==> src/rtl/lectura_operandos.sv <==
// Operand fetch for the 2R/1W register file: issues reads on accept, forwards
// writes the synchronous read path misses, and presents both operands to
// execute under a valid/ready handshake with a one-entry hold on stall.
module lectura_operandos #(
    parameter int TAG_W = 32
) (
    input  logic             clk,
    input  logic             rst,
    input  logic             in_valid,
    output logic             in_ready,
    input  logic [4:0]       in_rs1,
    input  logic [4:0]       in_rs2,
    input  logic [TAG_W-1:0] in_tag,
    output logic             rf_hab_r1,
    output logic [4:0]       rf_addr_r1,
    input  logic [31:0]      rf_data_r1,
    output logic             rf_hab_r2,
    output logic [4:0]       rf_addr_r2,
    input  logic [31:0]      rf_data_r2,
    input  logic             wb_hab,
    input  logic [4:0]       wb_addr,
    input  logic [31:0]      wb_data,
    output logic             out_valid,
    input  logic             out_ready,
    output logic [31:0]      out_op1,
    output logic [31:0]      out_op2,
    output logic [4:0]       out_rs1,
    output logic [4:0]       out_rs2,
    output logic [TAG_W-1:0] out_tag
);

    typedef enum logic [1:0] {VACIO, LECTURA, RETENIDO} state_t;

    state_t state_q, state_d;

    logic [4:0]       rs1_q, rs2_q;
    logic [TAG_W-1:0] tag_q;
    logic [31:0]      byp1_q, byp2_q;
    logic             bypf1_q, bypf2_q;
    logic [31:0]      hold1_q, hold2_q;

    logic        acc, xfer;
    logic [31:0] lect_op1, lect_op2;

    // A write-port transaction that must be reflected in an operand read from rs.
    // x0 never forwards.
    function automatic logic fwd_hit(input logic hab, input logic [4:0] wa,
                                     input logic [4:0] rs);
        return hab && (wa != 5'd0) && (wa == rs);
    endfunction

    assign out_valid  = (state_q != VACIO);
    assign xfer       = out_valid && out_ready;
    assign in_ready   = !rst && ((state_q == VACIO) || xfer);
    assign acc        = in_valid && in_ready;

    assign rf_hab_r1  = acc;
    assign rf_hab_r2  = acc;
    assign rf_addr_r1 = in_rs1;
    assign rf_addr_r2 = in_rs2;

    // Operand seen in the cycle right after issue: x0 forced to zero, an
    // issue-cycle write overrides the stale read data.
    assign lect_op1 = (rs1_q == 5'd0) ? 32'd0 : (bypf1_q ? byp1_q : rf_data_r1);
    assign lect_op2 = (rs2_q == 5'd0) ? 32'd0 : (bypf2_q ? byp2_q : rf_data_r2);

    // Only LECTURA exposes the live read path; otherwise the registered hold
    // copy is shown (zero after reset).
    assign out_op1 = (state_q == LECTURA) ? lect_op1 : hold1_q;
    assign out_op2 = (state_q == LECTURA) ? lect_op2 : hold2_q;
    assign out_rs1 = rs1_q;
    assign out_rs2 = rs2_q;
    assign out_tag = tag_q;

    // Next-state logic for the issue/present/hold sequence.
    always_comb begin
        state_d = state_q;
        unique case (state_q)
            VACIO: begin
                if (acc) state_d = LECTURA;
            end
            LECTURA, RETENIDO: begin
                if (xfer) state_d = acc ? LECTURA : VACIO;
                else      state_d = RETENIDO;
            end
            default: state_d = VACIO;
        endcase
    end

    // State register.
    always_ff @(posedge clk) begin
        if (rst) state_q <= VACIO;
        else     state_q <= state_d;
    end

    // Capture request metadata and issue-cycle write bypass on every accept.
    always_ff @(posedge clk) begin
        if (rst) begin
            rs1_q   <= '0;
            rs2_q   <= '0;
            tag_q   <= '0;
            byp1_q  <= '0;
            byp2_q  <= '0;
            bypf1_q <= 1'b0;
            bypf2_q <= 1'b0;
        end else if (acc) begin
            rs1_q   <= in_rs1;
            rs2_q   <= in_rs2;
            tag_q   <= in_tag;
            bypf1_q <= fwd_hit(wb_hab, wb_addr, in_rs1);
            bypf2_q <= fwd_hit(wb_hab, wb_addr, in_rs2);
            if (fwd_hit(wb_hab, wb_addr, in_rs1)) byp1_q <= wb_data;
            if (fwd_hit(wb_hab, wb_addr, in_rs2)) byp2_q <= wb_data;
        end
    end

    // Hold registers: latch on first stall cycle (merging a concurrent write),
    // then keep absorbing writes while stalled. The transfer-cycle write is
    // deliberately ignored.
    always_ff @(posedge clk) begin
        if (rst) begin
            hold1_q <= '0;
            hold2_q <= '0;
        end else if (state_q == LECTURA && !xfer) begin
            hold1_q <= fwd_hit(wb_hab, wb_addr, rs1_q) ? wb_data : lect_op1;
            hold2_q <= fwd_hit(wb_hab, wb_addr, rs2_q) ? wb_data : lect_op2;
        end else if (state_q == RETENIDO && !xfer) begin
            if (fwd_hit(wb_hab, wb_addr, rs1_q)) hold1_q <= wb_data;
            if (fwd_hit(wb_hab, wb_addr, rs2_q)) hold2_q <= wb_data;
        end
    end

endmodule

==> config.mk <==
export PLATFORM = sky130hd
export DESIGN_NAME = lectura_operandos
export DESIGN_NICKNAME = d
export VERILOG_FILES = /design/src/rtl/lectura_operandos.sv
export SDC_FILE = /design/constraint.sdc
export NUM_CORES = 1
export LEC_CHECK = 0
export ABC_AREA = 1
export BUFFER_PORTS_ARGS = -buffer_cell sky130_fd_sc_hd__buf_4
export CAP_MARGIN = 15
export CORE_ASPECT_RATIO = 1.5
export CORE_MARGIN = 2
export CORE_UTILIZATION = 53
export CTS_CLUSTER_DIAMETER = 80
export DETAILED_ROUTE_END_ITERATION = 10
export PLACE_DENSITY = 0.81
export SYNTH_ARGS = -nofsm -noshare
export SYNTH_HDL_FRONTEND = slang
export SYNTH_SLANG_ARGS = --single-unit
==> constraint.sdc <==
create_clock -name clk -period 2.3 [get_ports clk]
set_input_delay 0 -clock clk [delete_from_list [all_inputs] [get_ports clk]]
set_output_delay 0 -clock clk [all_outputs]
set_load 0.03 [all_outputs]
Word level (Yosys, flattened, before mapping):

Index checks and enable logic that the tools add are counted.
W data, S select, Z words.

* equal/unequal tests: 7
* muxes and demuxes: 18
* reductions and logical operators: 26

Operators with widths (count)
* $mux W32: 14
* $eq A5 B5 Y1: 4
* $logic_and A1 B1 Y1: 10
* $logic_not A5 Y1: 2
* $reduce_and A2 Y1: 4
* $reduce_bool A2 Y1: 4
* $reduce_bool A5 Y1: 1
* $mux W2: 2
* $pmux W2 S2: 1
* $eq A2 B1 Y1 const B: 1
* $eq A2 B2 Y1 const B: 1
* $logic_not A1 Y1: 2
* $logic_not A2 Y1: 1
* $ne A2 B2 Y1 const B: 1
* $reduce_or A2 Y1: 1
* $logic_or A1 B1 Y1: 1
* $mux W1: 1

* bits in registers: 174
* bits of input ports: 148
* output and inout port bits: 120
* word-level logic and storage cells: 61

Depth between registers and ports, before layout:

* depth in word-level cells: 8
* depth in mapped cells: 12
* mapped depth without buffers: 10

Worst setup path after synthesis:

Ideal clock, no wire load.

* path kind: reg2out
* start point: register state_q[0]
* end point: output port rf_hab_r2
* arrival time: 1.920 ns
* required time: 2.300 ns
* setup slack: 0.380 ns
* stages on the path, launching flop included: 10
* buffers on the path: 3
* path through: dfxtp_1 -> inv_1 -> ha_1 -> nor2_1 -> nor2_2 -> nand2_2 -> buf_2 -> clkinv_1 -> buf_2 -> buf_4

* cells in the longest elaborated chain, start to end: 5
* elaborated cells on any way between the ends: 6
* those cells by class: reduce/logical (6)

Ends and longest elaborated chain
* start: declaration: RTL line 34 `state_t state_q, state_d;`
* start signal: assignment: RTL line 93 `else state_q <= state_d;`
* $reduce_bool A2 Y1: RTL line 52 `assign out_valid = (state_q != VACIO);`
* $logic_and A1 B1 Y1: RTL line 53 `assign xfer = out_valid && out_ready;`
* $logic_or A1 B1 Y1 *: RTL line 54 `assign in_ready = !rst && ((state_q == VACIO) || xfer);`
* $logic_and A1 B1 Y1 *: RTL line 54
* net in_ready: RTL line 10 `output logic in_ready,`
* $logic_and A1 B1 Y1 *: RTL line 55 `assign acc = in_valid && in_ready;`
* end: declaration: RTL line 17 `output logic rf_hab_r2,`

The timed path passes the listed nets; every way through them passes the cells marked *.

Worst setup path in the final report:

* start point: register state_q[1]
* end point: output port out_op2[31]

* cells in the longest elaborated chain, start to end: 2

Ends and longest elaborated chain
* $eq A2 B1 Y1: RTL line 70 `assign out_op2 = (state_q == LECTURA) ? lect_op2 : hold2_q;`
* $mux W32: RTL line 70
* end: declaration: RTL line 26 `output logic [31:0] out_op2,`

No other way between the ends.

==> flow_summary.yaml <==
power_and_ir_drop:
  finalPower_uw: 8520
  leakagePower_uw: 0.00613
  powerDensity_mw_per_mm2: 660
  peakVddDrop_mv: 0.526
cells_and_area:
  seq_area_mm2: 0.00348
  n_fill_cell: 1383
  final_util: 0.726
  drive_above_1_share: 0.248
  diodes: 0
  num-nets-final: 1831
  multiInputGateArea_mm2: 0.00491
  syn_to_final_growth_pct: 35.9
  final_cell_area_mm2: 0.0129
clocking:
  htreeDepth: 4
  cts_setup_buffers: 0
  cts-root-buf: "clkbuf_16"
  cts_buffer_depth: 2
  numCtsBuffers: 17
  worstSkewPairLatency_ps: 430
  cts.clk_slew.worst_paths_ps: 70
  clock-sinks: 174
  cts_tree: "built"
critical_path:
  r2r_slack_ps: 140
  reg2reg_depth: 10
  cp-start-kind: "flip-flop"
  worst-path-max-fanout: 128
  endpoint_kind: "primary output"
  arrival_ps: 2230
  crit_type: "flip-flop to primary output"
  crit_path_end: "out_op2[31]"
  startpoint: "state_q[1]"
  timing.rr.end: "hold1_q[7]"
  worstReg2RegStart: "state_q[1]"
  cp.required_ps: 2300
synthesis:
  ys_ff_latch: 174
  synthCells: 1407
  synth_nets: 1559
  ys_seq_area_frac: 0.367
  synthesis.area_mm2: 0.00950
  avgSynthCellArea_um2: 6.75
  yosysWarnings: 0
  ys_types: 30
floorplan:
  die-height_um: 168
  core_area_mm2: 0.0178
  num_rows: 60
  start_util: 0.534
  dieArea_mm2: 0.0190
  die_w_um: 113
  io_pins: 268
routing:
  drc: 0
  via_count: 10400
  drt_iter0_drc: 740
  dr.pass1.iters: 5
  vias_per_cell: 5.43
  ant_nets: 0
  wl_per_cell_um: 17.3
  totalWireLength_um: 33000
global_routing:
  grt-ovfl-total: 0
  grt_max_degree: 129
  antenna_found_initial: 0
  grt_pass1_wl_um: 51800
  grt.total_usage: 0.344
  grt_pass1_vias: 10400
timing:
  slew_headroom: 0.648
  fin_crit_ps: 2230
  finClkSkew_ps: 10.2
  setup_tns_ps: 0
  worst_slew_pin_slew_ps: 527
  final-hold-violation-count: 0
  setup_viol: 0
  fin_ws_ps: 73.8
  fmaxAchievable_mhz: 449
  fin_crit_sh: 0.968
  rsz0062_at_grt: "true"
  slew_viol_final: 0
run:
  drv_cap: 0
placed_design:
  routabilityCongestion: 0.887
  port_buffers: 267
  place_worst_setup_slack_ps: -77.8
  placed_cell_area_mm2: 0.0115
  dp_hpwl_um: 21300
hold_path:
  min_path_type: "primary input to flip-flop"
status:
  status: "finished, final reports clean"
[state kept, by name, summed over array words and instances, names as in the netlist, 2 cells and up]
register / flops
byp1_q: 32
byp2_q: 32
hold1_q: 32
hold2_q: 32
out_tag: 32
out_rs1: 5
out_rs2: 5
state_q: 2
[per-layer routing]
layer  up-vias  GRT usage  wire length, µm
met1      4726      0.373            12100
met2       464      0.583            16200
met5         -          0                0
met4         0      0.254             2510
met3       108     0.0742             2270
li1       5064          -                -
[worst min-delay path by stage]
| stage | startpoint | slack, ps | depth (start not counted) | endpoint |
|---|---|---|---|---|
| global route | rst | 90 | 4 | byp2_q[3] |
| CTS | out_ready | 20 | 4 | state_q[0] |
| floorplan | rst | 70 | 1 | bypf2_q |
| global placement | in_tag[3] | 190 | 3 | out_tag[3] |
| detailed placement | in_tag[29] | 200 | 3 | out_tag[29] |
| finish | rf_data_r1[25] | 90 | 6 | hold1_q[25] |
[synth_stat cells]
library cell | count | share of area
xnor2_1 | 6 | 0.0055
nand3_4 | 1 | 0.0018
a21oi_1 | 139 | 0.073
mux2_2 | 64 | 0.076
buf_6 | 6 | 0.0071
ha_1 | 4 | 0.0053
nor2_4 | 2 | 0.0024
nand3_2 | 1 | 0.0011
buf_4 | 17 | 0.013
buf_2 | 39 | 0.021
nor3_2 | 2 | 0.0021
inv_2 | 6 | 0.0024
o21ai_0 | 99 | 0.052
nand3_1 | 152 | 0.080
buf_1 | 6 | 0.0024
o21ai_1 | 41 | 0.022
clkbuf_1 | 51 | 0.020
nor2_1 | 51 | 0.020
inv_1 | 142 | 0.056
nand2_1 | 375 | 0.15
dfxtp_1 | 174 | 0.37
clkinv_1 | 1 | 0.00039
nand2_2 | 4 | 0.0026
nand2_4 | 1 | 0.0012
xor2_1 | 10 | 0.0092
nor2_2 | 6 | 0.0039
o21a_1 | 1 | 0.00079
nand4_2 | 1 | 0.0013
nor3_1 | 4 | 0.0021
nand4_1 | 1 | 0.00066
[kinds of logic (layout without fill, tap and decap cells)]
| group | Yosys count | in the layout | share of synthesized area |
|---|---|---|---|
| buf+inv | 268 | 552 | 0.122 |
| simple gates | 601 | 602 | 0.268 |
| fa+ha+maj | 4 | 4 | 0.00527 |
| xor+xnor | 16 | 16 | 0.0147 |
| compound gates | 280 | 280 | 0.148 |
| flops | 174 | 174 | 0.367 |
| mux | 64 | 64 | 0.0758 |
[area by class of cell]
cell class,instances,share of cell area
clock buffers,21,0.0349
clock inverters,11,0.0103
inverters,149,0.0436
multi-input cells,966,0.380
flip-flops and latches,174,0.270
well taps,217,0.0210
repair buffers,371,0.241
[layout by cell type, fill, tap and decap left out, types with 17 or more instances in the layout]
cell type | Yosys | routed
nand2_1 | 375 | 375
buf_4 | 17 | 285
dfxtp_1 | 174 | 173
nand3_1 | 152 | 151
inv_1 | 142 | 141
a21oi_1 | 139 | 139
o21ai_0 | 99 | 98
dlygate4sd3_1 | 0 | 76
mux2_2 | 64 | 64
nor2_1 | 51 | 50
o21ai_1 | 41 | 41
clkbuf_16 | 0 | 17
[worst max-delay path, cell delays in order (launching register included)]
cell and delay (ps):
dfxtp_1 340, inv_1 90, ha_1 190, clkinv_2 170, buf_16 260, o21ai_0 390
buf_4 230
[where the power goes]
part	internal, µW	switching (µW)	total (µW)
Combinational	902	1440	2340
Clock	1650	1260	2900
Sequential	3180	98.2	3280
Total	5730	2790	8520
[metrics by stage]
stage,cells,hold WS [ps]
after floorplan,1407,69.1
after global placement,1800,193
after detailed placement,1800,198
after CTS,1909,24.9
after global routing,1909,93.0
final,1909,90.1
[what timing repair did]
action                                 4_1_cts  5_1_grt
hold buffers                                76        0
endpoints found under the hold margin      115        0
setup endpoints to repair                   82       67
pin swaps                                    1        1
gates cloned                                 1        0
resized for setup                           10        9
Note: power is estimated with default switching activity, not from simulation.
